<file path="config.mk">
export PLATFORM = sky130hd
export DESIGN_NAME = pc_fetch_flat
export DESIGN_NICKNAME = d
export VERILOG_FILES = /design/src/rtl/fetch_pkg.sv /design/src/rtl/pc_fetch_if.sv /design/src/rtl/pc_next_sel.sv /design/src/rtl/pc_fetch.sv /design/src/flat_wrapper.sv
export SDC_FILE = /design/constraint.sdc
export NUM_CORES = 1
export LEC_CHECK = 0
export ABC_CLOCK_PERIOD_IN_PS = 6300
export BUFFER_PORTS_ARGS = -buffer_cell sky130_fd_sc_hd__buf_2
export CAP_MARGIN = 15
export CORE_MARGIN = 3
export CORE_UTILIZATION = 45
export CTS_CLUSTER_DIAMETER = 200
export CTS_CLUSTER_SIZE = 25
export DETAILED_ROUTE_END_ITERATION = 12
export PLACE_DENSITY = 0.72
export RECOVER_POWER = 25
export SLEW_MARGIN = 20
export SYNTH_ARGS = -nofsm -noshare
export SYNTH_HDL_FRONTEND = slang
export SYNTH_SLANG_ARGS = --single-unit
</file>
<file path="constraint.sdc">
create_clock -name clk -period 6.3 [get_ports clk]
set_clock_uncertainty 0.15 [all_clocks]
set_input_delay 1.26 -clock clk [delete_from_list [all_inputs] [get_ports clk]]
set_output_delay 1.26 -clock clk [all_outputs]
set_load 0.02 [all_outputs]
</file>
<file path="src/rtl/fetch_pkg.sv">
// Shared definitions for the instruction fetch front end: the NOP used as a
// bubble, the default reset fetch address and the fetch state encoding.
package fetch_pkg;

   localparam logic [31:0] NOP_INSTR        = 32'h0000_0013;
   localparam logic [31:0] DEFAULT_RESET_PC = 32'h0000_0000;

   typedef enum logic [1:0] {
      IDLE = 2'd0,
      REQ  = 2'd1,
      HOLD = 2'd2
   } fetch_state_e;

endpackage

</file>
<file path="src/rtl/pc_fetch_if.sv">
// Instruction-memory request/response bus. The fetch unit is the master,
// the instruction memory the slave.
interface pc_fetch_if;

   logic        imem_req;
   logic [31:0] imem_addr;
   logic        imem_ack;
   logic [31:0] imem_rdata;

   modport master (
      output imem_req,
      output imem_addr,
      input  imem_ack,
      input  imem_rdata
   );

   modport slave (
      input  imem_req,
      input  imem_addr,
      output imem_ack,
      output imem_rdata
   );

endinterface

</file>
<file path="src/rtl/pc_next_sel.sv">
// Next fetch address selection: csr redirect over branch redirect over
// sequential advance over hold. Without PC_FETCH_MISALIGN_EN the low two
// target bits are cleared; with it, a misaligned target is flagged instead.
module pc_next_sel
   import fetch_pkg::*;
(
   input  logic [31:0] fetch_pc_i,
   input  logic        advance_i,
   input  logic        csr_flush_i,
   input  logic [31:0] csr_target_i,
   input  logic        br_taken_i,
   input  logic [31:0] br_target_i,
`ifdef PC_FETCH_MISALIGN_EN
   output logic        misalign_o,
`endif
   output logic        redirect_o,
   output logic [31:0] next_pc_o
);

   logic [31:0] raw_target;
   logic [31:0] target;

   // Pick the redirect source and the address the next request will use.
   always_comb begin
      raw_target = csr_flush_i ? csr_target_i : br_target_i;
      redirect_o = csr_flush_i | br_taken_i;
`ifdef PC_FETCH_MISALIGN_EN
      target     = raw_target;
      misalign_o = redirect_o && (raw_target[1:0] != 2'b00);
`else
      target     = raw_target & 32'hFFFF_FFFC;
`endif
      if (redirect_o)
         next_pc_o = target;
      else if (advance_i)
         next_pc_o = fetch_pc_i + 32'd4;
      else
         next_pc_o = fetch_pc_i;
   end

endmodule

</file>
<file path="src/rtl/pc_fetch.sv">
// Instruction fetch unit: one outstanding imem request, a 1-entry hold
// buffer for words arriving under Stall, and the Fetch_Reg output registers.
// Optional macro PC_FETCH_MISALIGN_EN adds the fetch_misalign output.
//
//   state | meaning
//   IDLE  | no request; one cycle after reset, or parked after a misaligned redirect
//   REQ   | imem_req high at imem_addr, waiting for imem_ack
//   HOLD  | word captured under Stall, waiting for Stall to drop
module pc_fetch
   import fetch_pkg::*;
#(
   parameter logic [31:0] RESET_PC = DEFAULT_RESET_PC
) (
   input  logic        clk,
   input  logic        rst,
   input  logic        Stall,
   input  logic        br_taken,
   input  logic [31:0] br_target,
   input  logic        csr_flush,
   input  logic [31:0] csr_target,
   pc_fetch_if.master  imem,
`ifdef PC_FETCH_MISALIGN_EN
   output logic        fetch_misalign,
`endif
   output logic [31:0] PC,
   output logic [31:0] Instruction,
   output logic        fetch_valid
);

   fetch_state_e state_q;
   logic [31:0]  fetch_pc_q;
   logic         drop_q;
   logic [31:0]  drop_addr_q;
   logic [31:0]  buf_pc_q;
   logic [31:0]  buf_instr_q;
   logic [31:0]  pc_q;
   logic [31:0]  instr_q;
   logic         valid_q;
`ifdef PC_FETCH_MISALIGN_EN
   logic         misalign_q;
   logic         wait_q;
   logic         misalign;
`endif

   logic         in_req;
   logic         advance;
   logic         redirect;
   logic [31:0]  fetch_pc_d;

   assign in_req  = (state_q == REQ);
   assign advance = (in_req && imem.imem_ack && !drop_q && !Stall)
                 || (state_q == HOLD && !Stall);

   pc_next_sel u_next_sel (
      .fetch_pc_i   (fetch_pc_q),
      .advance_i    (advance),
      .csr_flush_i  (csr_flush),
      .csr_target_i (csr_target),
      .br_taken_i   (br_taken),
      .br_target_i  (br_target),
`ifdef PC_FETCH_MISALIGN_EN
      .misalign_o   (misalign),
`endif
      .redirect_o   (redirect),
      .next_pc_o    (fetch_pc_d)
   );

   // While a dropped request is still in flight its address must stay on
   // the bus; the redirect target is only requested once that ack arrives.
   assign imem.imem_req  = in_req;
   assign imem.imem_addr = drop_q ? drop_addr_q : fetch_pc_q;

   assign PC          = pc_q;
   assign Instruction = instr_q;
   assign fetch_valid = valid_q;
`ifdef PC_FETCH_MISALIGN_EN
   assign fetch_misalign = misalign_q;
`endif

   // Fetch FSM, drop tracking, hold buffer and Fetch_Reg output registers.
   always_ff @(posedge clk or negedge rst) begin
      if (!rst) begin
         state_q     <= IDLE;
         fetch_pc_q  <= RESET_PC;
         drop_q      <= 1'b0;
         drop_addr_q <= 32'h0;
         buf_pc_q    <= 32'h0;
         buf_instr_q <= NOP_INSTR;
         pc_q        <= 32'h0;
         instr_q     <= NOP_INSTR;
         valid_q     <= 1'b0;
`ifdef PC_FETCH_MISALIGN_EN
         misalign_q  <= 1'b0;
         wait_q      <= 1'b0;
`endif
      end else begin
         fetch_pc_q <= fetch_pc_d;
`ifdef PC_FETCH_MISALIGN_EN
         misalign_q <= 1'b0;
`endif
         if (redirect) begin
            valid_q <= 1'b0;
            instr_q <= NOP_INSTR;
            state_q <= REQ;
            drop_q  <= in_req && !imem.imem_ack;
            if (!drop_q)
               drop_addr_q <= fetch_pc_q;
`ifdef PC_FETCH_MISALIGN_EN
            wait_q <= 1'b0;
            if (misalign) begin
               // Abandon any in-flight request and park until re-steered.
               state_q    <= IDLE;
               drop_q     <= 1'b0;
               misalign_q <= 1'b1;
               wait_q     <= 1'b1;
            end
`endif
         end else begin
            case (state_q)
               IDLE: begin
                  if (!Stall) begin
                     valid_q <= 1'b0;
                     instr_q <= NOP_INSTR;
                  end
`ifdef PC_FETCH_MISALIGN_EN
                  if (!wait_q)
                     state_q <= REQ;
`else
                  state_q <= REQ;
`endif
               end
               REQ: begin
                  if (imem.imem_ack) begin
                     if (drop_q) begin
                        drop_q <= 1'b0;
                        if (!Stall) begin
                           valid_q <= 1'b0;
                           instr_q <= NOP_INSTR;
                        end
                     end else if (Stall) begin
                        buf_pc_q    <= fetch_pc_q;
                        buf_instr_q <= imem.imem_rdata;
                        state_q     <= HOLD;
                     end else begin
                        pc_q    <= fetch_pc_q;
                        instr_q <= imem.imem_rdata;
                        valid_q <= 1'b1;
                     end
                  end else if (!Stall) begin
                     valid_q <= 1'b0;
                     instr_q <= NOP_INSTR;
                  end
               end
               HOLD: begin
                  if (!Stall) begin
                     pc_q    <= buf_pc_q;
                     instr_q <= buf_instr_q;
                     valid_q <= 1'b1;
                     state_q <= REQ;
                  end
               end
               default: state_q <= IDLE;
            endcase
         end
      end
   end

endmodule

</file>
<file path="src/flat_wrapper.sv">
// flat-port wrapper written by rule: the top's interface ports become plain ports
module pc_fetch_flat import fetch_pkg::*;
#(
   parameter logic [31:0] RESET_PC = DEFAULT_RESET_PC
)
  (clk, rst, Stall, br_taken, br_target, csr_flush, csr_target, PC, Instruction, fetch_valid, imem_imem_req, imem_imem_addr, imem_imem_ack, imem_imem_rdata);
  pc_fetch_if imem_i ();
  input  logic clk;
  input  logic rst;
  input  logic Stall;
  input  logic br_taken;
  input  logic [31:0] br_target;
  input  logic csr_flush;
  input  logic [31:0] csr_target;
  output logic [31:0] PC;
  output logic [31:0] Instruction;
  output logic fetch_valid;
  output wire logic [$bits(imem_i.imem_req)-1:0] imem_imem_req;
  output wire logic [$bits(imem_i.imem_addr)-1:0] imem_imem_addr;
  input wire logic [$bits(imem_i.imem_ack)-1:0] imem_imem_ack;
  input wire logic [$bits(imem_i.imem_rdata)-1:0] imem_imem_rdata;
  assign imem_imem_req = imem_i.imem_req;
  assign imem_imem_addr = imem_i.imem_addr;
  assign imem_i.imem_ack = imem_imem_ack;
  assign imem_i.imem_rdata = imem_imem_rdata;
  pc_fetch #(.RESET_PC(RESET_PC)) u_core (.clk(clk), .rst(rst), .Stall(Stall), .br_taken(br_taken), .br_target(br_target), .csr_flush(csr_flush), .csr_target(csr_target), .imem(imem_i), .PC(PC), .Instruction(Instruction), .fetch_valid(fetch_valid));
endmodule
</file>
# Word level (Yosys, flattened, before mapping)
# Cells that the tools add are included.
[totals] regBits=196 input_bits=102 out_inout_bits=98 wordCells=75
[op_classes] n_addsub=1 n_eq_ne=11 mux=31 bitwise=3 reduce_logical=20
[ops] operator="two-way mux 32 bit" count=14
[ops] operator="one-hot mux 32 bit (3 select lines)" count=1
[ops] operator="one-hot mux 32 bit (2 select lines)" count=1
[ops] operator="adder 32 x 3 -> 32 bit, second input constant" count=1
[ops] operator="two-way mux 2 bit" count=5
[ops] operator="inequality test 3 bit, second input constant" count=3
[ops] operator="two-way mux 1 bit" count=8
[ops] operator="inequality test 2 bit, second input constant" count=4
[ops] operator="nonzero test 2 bit" count=4
[ops] operator="one-hot mux 2 bit (3 select lines)" count=1
[ops] operator="AND reduction 6 bit" count=1
[ops] operator="logical AND 1 bit" count=5
[ops] operator="inequality test 5 x 4 -> 1 bit, second input constant" count=1
[ops] operator="AND reduction 5 bit" count=1
[ops] operator="AND reduction 4 bit" count=1
[ops] operator="nonzero test 4 bit" count=1
[ops] operator="logical NOT 1 bit" count=3
[ops] operator="inequality test 3 x 2 -> 1 bit, second input constant" count=1
[ops] operator="one-hot mux 1 bit (3 select lines)" count=1
[ops] operator="AND reduction 3 bit" count=1
[ops] operator="equality test 2 x 1 -> 1 bit, second input constant" count=1
[ops] operator="equality test 2 bit, second input constant" count=1
[ops] operator="logical NOT 2 bit" count=1
[ops] operator="inverter 1 bit" count=2
[ops] operator="other kinds (3)" count=3

# Logic depth before layout (Yosys ltp)
[logic_depth] depth_word=7 ltp_mapped=10 mapped_depth_nobuf=7

# Cells and area by module
# A second synthesis with hierarchy kept.
[hier_totals] hier_cells=850 hier_area_um2=9604.2
[by_module_without_submodules] module="pc_fetch" n_inst=1 cells_each=641 area_per_inst_um2=8301.7 seq_area_each_um2=4912.2
[by_module_without_submodules] module="pc_next_sel" n_inst=1 cells_each=209 area_per_inst_um2=1302.5 seq_area_each_um2=0.0

# Least setup slack after synthesis
# No wires, ideal clock.
[synth_path] path_type="input-to-reg" from="input br_taken" to="register u_core.drop_addr_q[10]" setup_ps=125 arrival_time_ps=2695 required_ps=6025 path_slack_ps=3330 stages=7 path_buffers=4 cell_sequence="clkbuf_1 > or2_2 > clkbuf_1 > nand2b_1 > clkbuf_1 > buf_2 > mux2_2"
[synth_via] elab_chain_cells=1
[synth_rtl] element="start: declaration" line_no="flat_wrapper.sv:11" source="input logic br_taken;"
[synth_rtl] element="OR 1 bit" line_no="pc_next_sel.sv:26" source="redirect_o = csr_flush_i | br_taken_i;"
[synth_rtl] element="end signal: assignment" line_no="pc_fetch.sv:107" source="drop_addr_q <= fetch_pc_q;"
[synth_rtl] element="end: declaration" line_no="pc_fetch.sv:33" source="logic [31:0] drop_addr_q;"
# No other way between the ends.
# A chain may end at the register's enable or synchronous reset.

==> flow_summary.ini <==
[status]
outcome = finished, violations left
violations = capacitance limit, slew limit

[drt]
vias = 6646
first_pass_drt_iterations = 5
drt_drc_violations_left = 0
final_antenna_net_count = 0
post_drt_via_cell_ratio = 5.50
detail_route.wirelength_um = 22400
wire_per_inst_um = 18.5
first_iter_violations = 360

[global_routing]
initial_antenna_violation_count = 4
grt_max_degree = 87
grt_first_pass_wirelength_um = 35900
total_grt_usage_pct = 20.4
via_count_of_the_first_global_routing_pass = 6718
gr-total-overflow = 0

[worst_setup_path]
crit_path_top_delay_cell = clkbuf_1
timing_worst_setup_path_type = input pin to async pin
cp_max_fo = 86
list_of_cells_traversed_by_the_critical_path = clkbuf_8, clkbuf_1
timing.critical_path.slowest_cell_delay_ps = 2010
start_kind = input pin
critical_path_buf_inv_count = 2
critical_path.top_delay_family = buffers and inverters
cp_data_arrival_time_ps = 3850
critPathCaptureType = async pin
crit_required_ps = 6080

[sta]
setup_total_negative_slack_ps = 0
rsz0062_at_grt = no
hold_viol = 0
final.setup.worst_slack_ps = 2230
timing.final.crit_period_ps = 4070
timing.max_slew.rel_slack_pct = -83.8
worst-slew-pin-transition_ps = 2760
post-route-period-util_pct = 64.5
maxClockFrequency_mhz = 246
report.final.slew_viol_count = 54
setup_violations = 0
holdWs_ps = 318

[clocking]
clock_sink_count = 190
cts.reportedPaths.clkPinSlew_ps = 60
cts_tree = built
cts.hold.buffers_added = 0
cts.repair.resized = 0
cts_max_level = 4
clk_path_buf_depth = 2
clock_tree.root_cell = clkbuf_16
cts_setup_buffers = 0
clk-insertion-delay-late_ps = 420
cts_buffers = 17

[cells_and_area]
n_fill_cell = 1700
postLayoutCellArea_um2 = 10800
layout-area-overhead-vs-synth_pct = 18.4
drive_gt1_share_pct = 39.9
antenna-diode-count = 0
final_net_count = 1038
stdcell_count = 1209

[logic_synthesis]
synth.yosys.seq_area_share_pct = 52.1
synth_enable_flop_cells = 0
synth.distinct_cells = 53
synthCells = 785
postSynth.topFlopCell = dfrtp_1
syn_avg_cell_area_um2 = 11.6
ys_ff_latch = 190
ys_warn_count = 0
syn-cell-area_um2 = 9150
async_reset_ff_share_pct = 100

[place]
io_buffers = 193
pre_cts_ws_ps = 2360
postPlaceCellArea_um2 = 10200
placed_cell_count = 1176
place.gp.congestion = 0.753
hpwl_um = 14400

[floorplanning]
design.portCount = 200
die_area_um2 = 22100
fp-row-count = 51
initial_utilization_pct = 46.4
die_x_um = 149
die_y_um = 149
core_region_area_um2 = 19700

[run]
max_cap_violations = 1

[power_and_ir_drop]
peakVddDrop_v = 0.000184
power_density_nw_per_um2 = 326
p_leak_nw = 4.76

[worst_hold_path]
worstHoldPathType = flop to flop
## worst paths after layout
path | startpoint | endpoint | slack [ps] | cells past startpoint
setup / recovery | rst | u_core.buf_instr_q[5]$_DFFE_PN0P_ | 2230 | 2
hold / removal | u_core.Instruction[4]$_DFFE_PN1P_ | u_core.Instruction[4]$_DFFE_PN1P_ | 320 | 2
setup reg to reg | u_core.state_q[1]$_DFFE_PN0P_ | u_core.Instruction[1]$_DFFE_PN1P_ | 3170 | 7
hold reg to reg | u_core.Instruction[4]$_DFFE_PN1P_ | u_core.Instruction[4]$_DFFE_PN1P_ | 320 | 2
max in group clk | csr_flush | u_core.drop_addr_q[15]$_DFFE_PN0P_ | 2780 | 4
min in group asynchronous | rst | u_core.buf_pc_q[18]$_DFFE_PN0P_ | 720 | 1
## cell families (layout without fill, tap and decap cells)
kind of cell / count (synthesis) / after routing / share of synthesized area (%)
AND/OR/NAND/NOR: 145 / 145 / 8.84
multiplexers: 153 / 153 / 18.4
flip-flops: 190 / 190 / 52.1
XOR/XNOR: 26 / 26 / 2.49
other: 1 / 2 / 0.0410
AO/OA/AOI/OAI: 176 / 176 / 13.2
buffers and inverters: 89 / 247 / 4.28
adder cells (fa/ha/maj): 5 / 5 / 0.684
## placed cells by master, fill, tap and decap left out, drive strengths merged, types with 6 or more instances in the layout
master   count
a211oi      27
a21oi       31
a22oi       31
and2         6
buf        201
clkbuf      22
dfrtp      184
dfstp        6
inv         15
mux2       119
mux2i       34
nand2       51
nand3       14
nand4       10
nor2         9
nor2b       23
nor4        14
o21ai       41
o2bb2ai     29
xnor2       17
xor2         9
## layout make-up
| type | count | area [um^2] | area share [%] |
|---|---|---|---|
| well taps | 265 | 332 | 3.06 |
| clock buffers | 20 | 457 | 4.22 |
| repair buffers | 203 | 1070 | 9.84 |
| inverters | 12 | 45.0 | 0.416 |
| flip-flops and latches | 190 | 4760 | 44.0 |
| multi-input cells | 507 | 4030 | 37.2 |
| clock inverters | 12 | 134 | 1.24 |
## registers in the layout, indices dropped and copies added (netlist names)
register	count
u_core.Instruction	32
u_core.buf_instr_q	32
u_core.PC	30
u_core.fetch_pc_q	30
u_core.drop_q	1
u_core.state_q	2
u_core.drop_addr_q	32
u_core.buf_pc_q	30
u_core.fetch_valid	1
## synth_stat cells, types with 9 or more instances
| cell | number | area [um^2] |
|---|---|---|
| o2bb2ai_1 | 29 | 254 |
| nand2_1 | 51 | 191 |
| a211oi_1 | 27 | 203 |
| dfrtp_1 | 184 | 4600 |
| a21oi_1 | 31 | 155 |
| nand3_1 | 13 | 65.1 |
| xnor2_1 | 17 | 149 |
| xor2_1 | 9 | 78.8 |
| buf_2 | 18 | 90.1 |
| nand4_1 | 10 | 62.6 |
| nor2_1 | 9 | 33.8 |
| inv_1 | 12 | 45.0 |
| mux2i_1 | 34 | 340 |
| o21ai_0 | 41 | 205 |
| nor2b_1 | 23 | 144 |
| buf_1 | 11 | 41.3 |
| mux2_2 | 119 | 1340 |
| a22oi_1 | 31 | 233 |
| clkbuf_1 | 39 | 146 |
## routing by layer
metal	wire (um)	GRT usage, %
met4	260	5.68
met5	55	0
met1	9840	27.1
met2	10500	33.0
met3	1700	5.94
## per-stage QoR
| stage | utilization, % | total power, mW |
|---|---|---|
| 6_report | 54.9 | 3.53 |
| 5_1_grt | 54.9 | 3.71 |
| 4_1_cts | 54.8 | 3.57 |
| 3_5_place_dp | 51.8 | 2.48 |
| 3_3_place_gp | 51.8 | 2.44 |
| 2_1_floorplan | - | 2.19 |
## power breakdown
part | internal [mW] | leakage [nW] | total [mW] | switching [mW]
sequential | 1.49 | 2.34 | 1.67 | 0.181
combinational | 0.358 | 2.13 | 0.774 | 0.416
clock | 0.610 | 0.287 | 1.08 | 0.467
(Power assumes the default switching activity.)
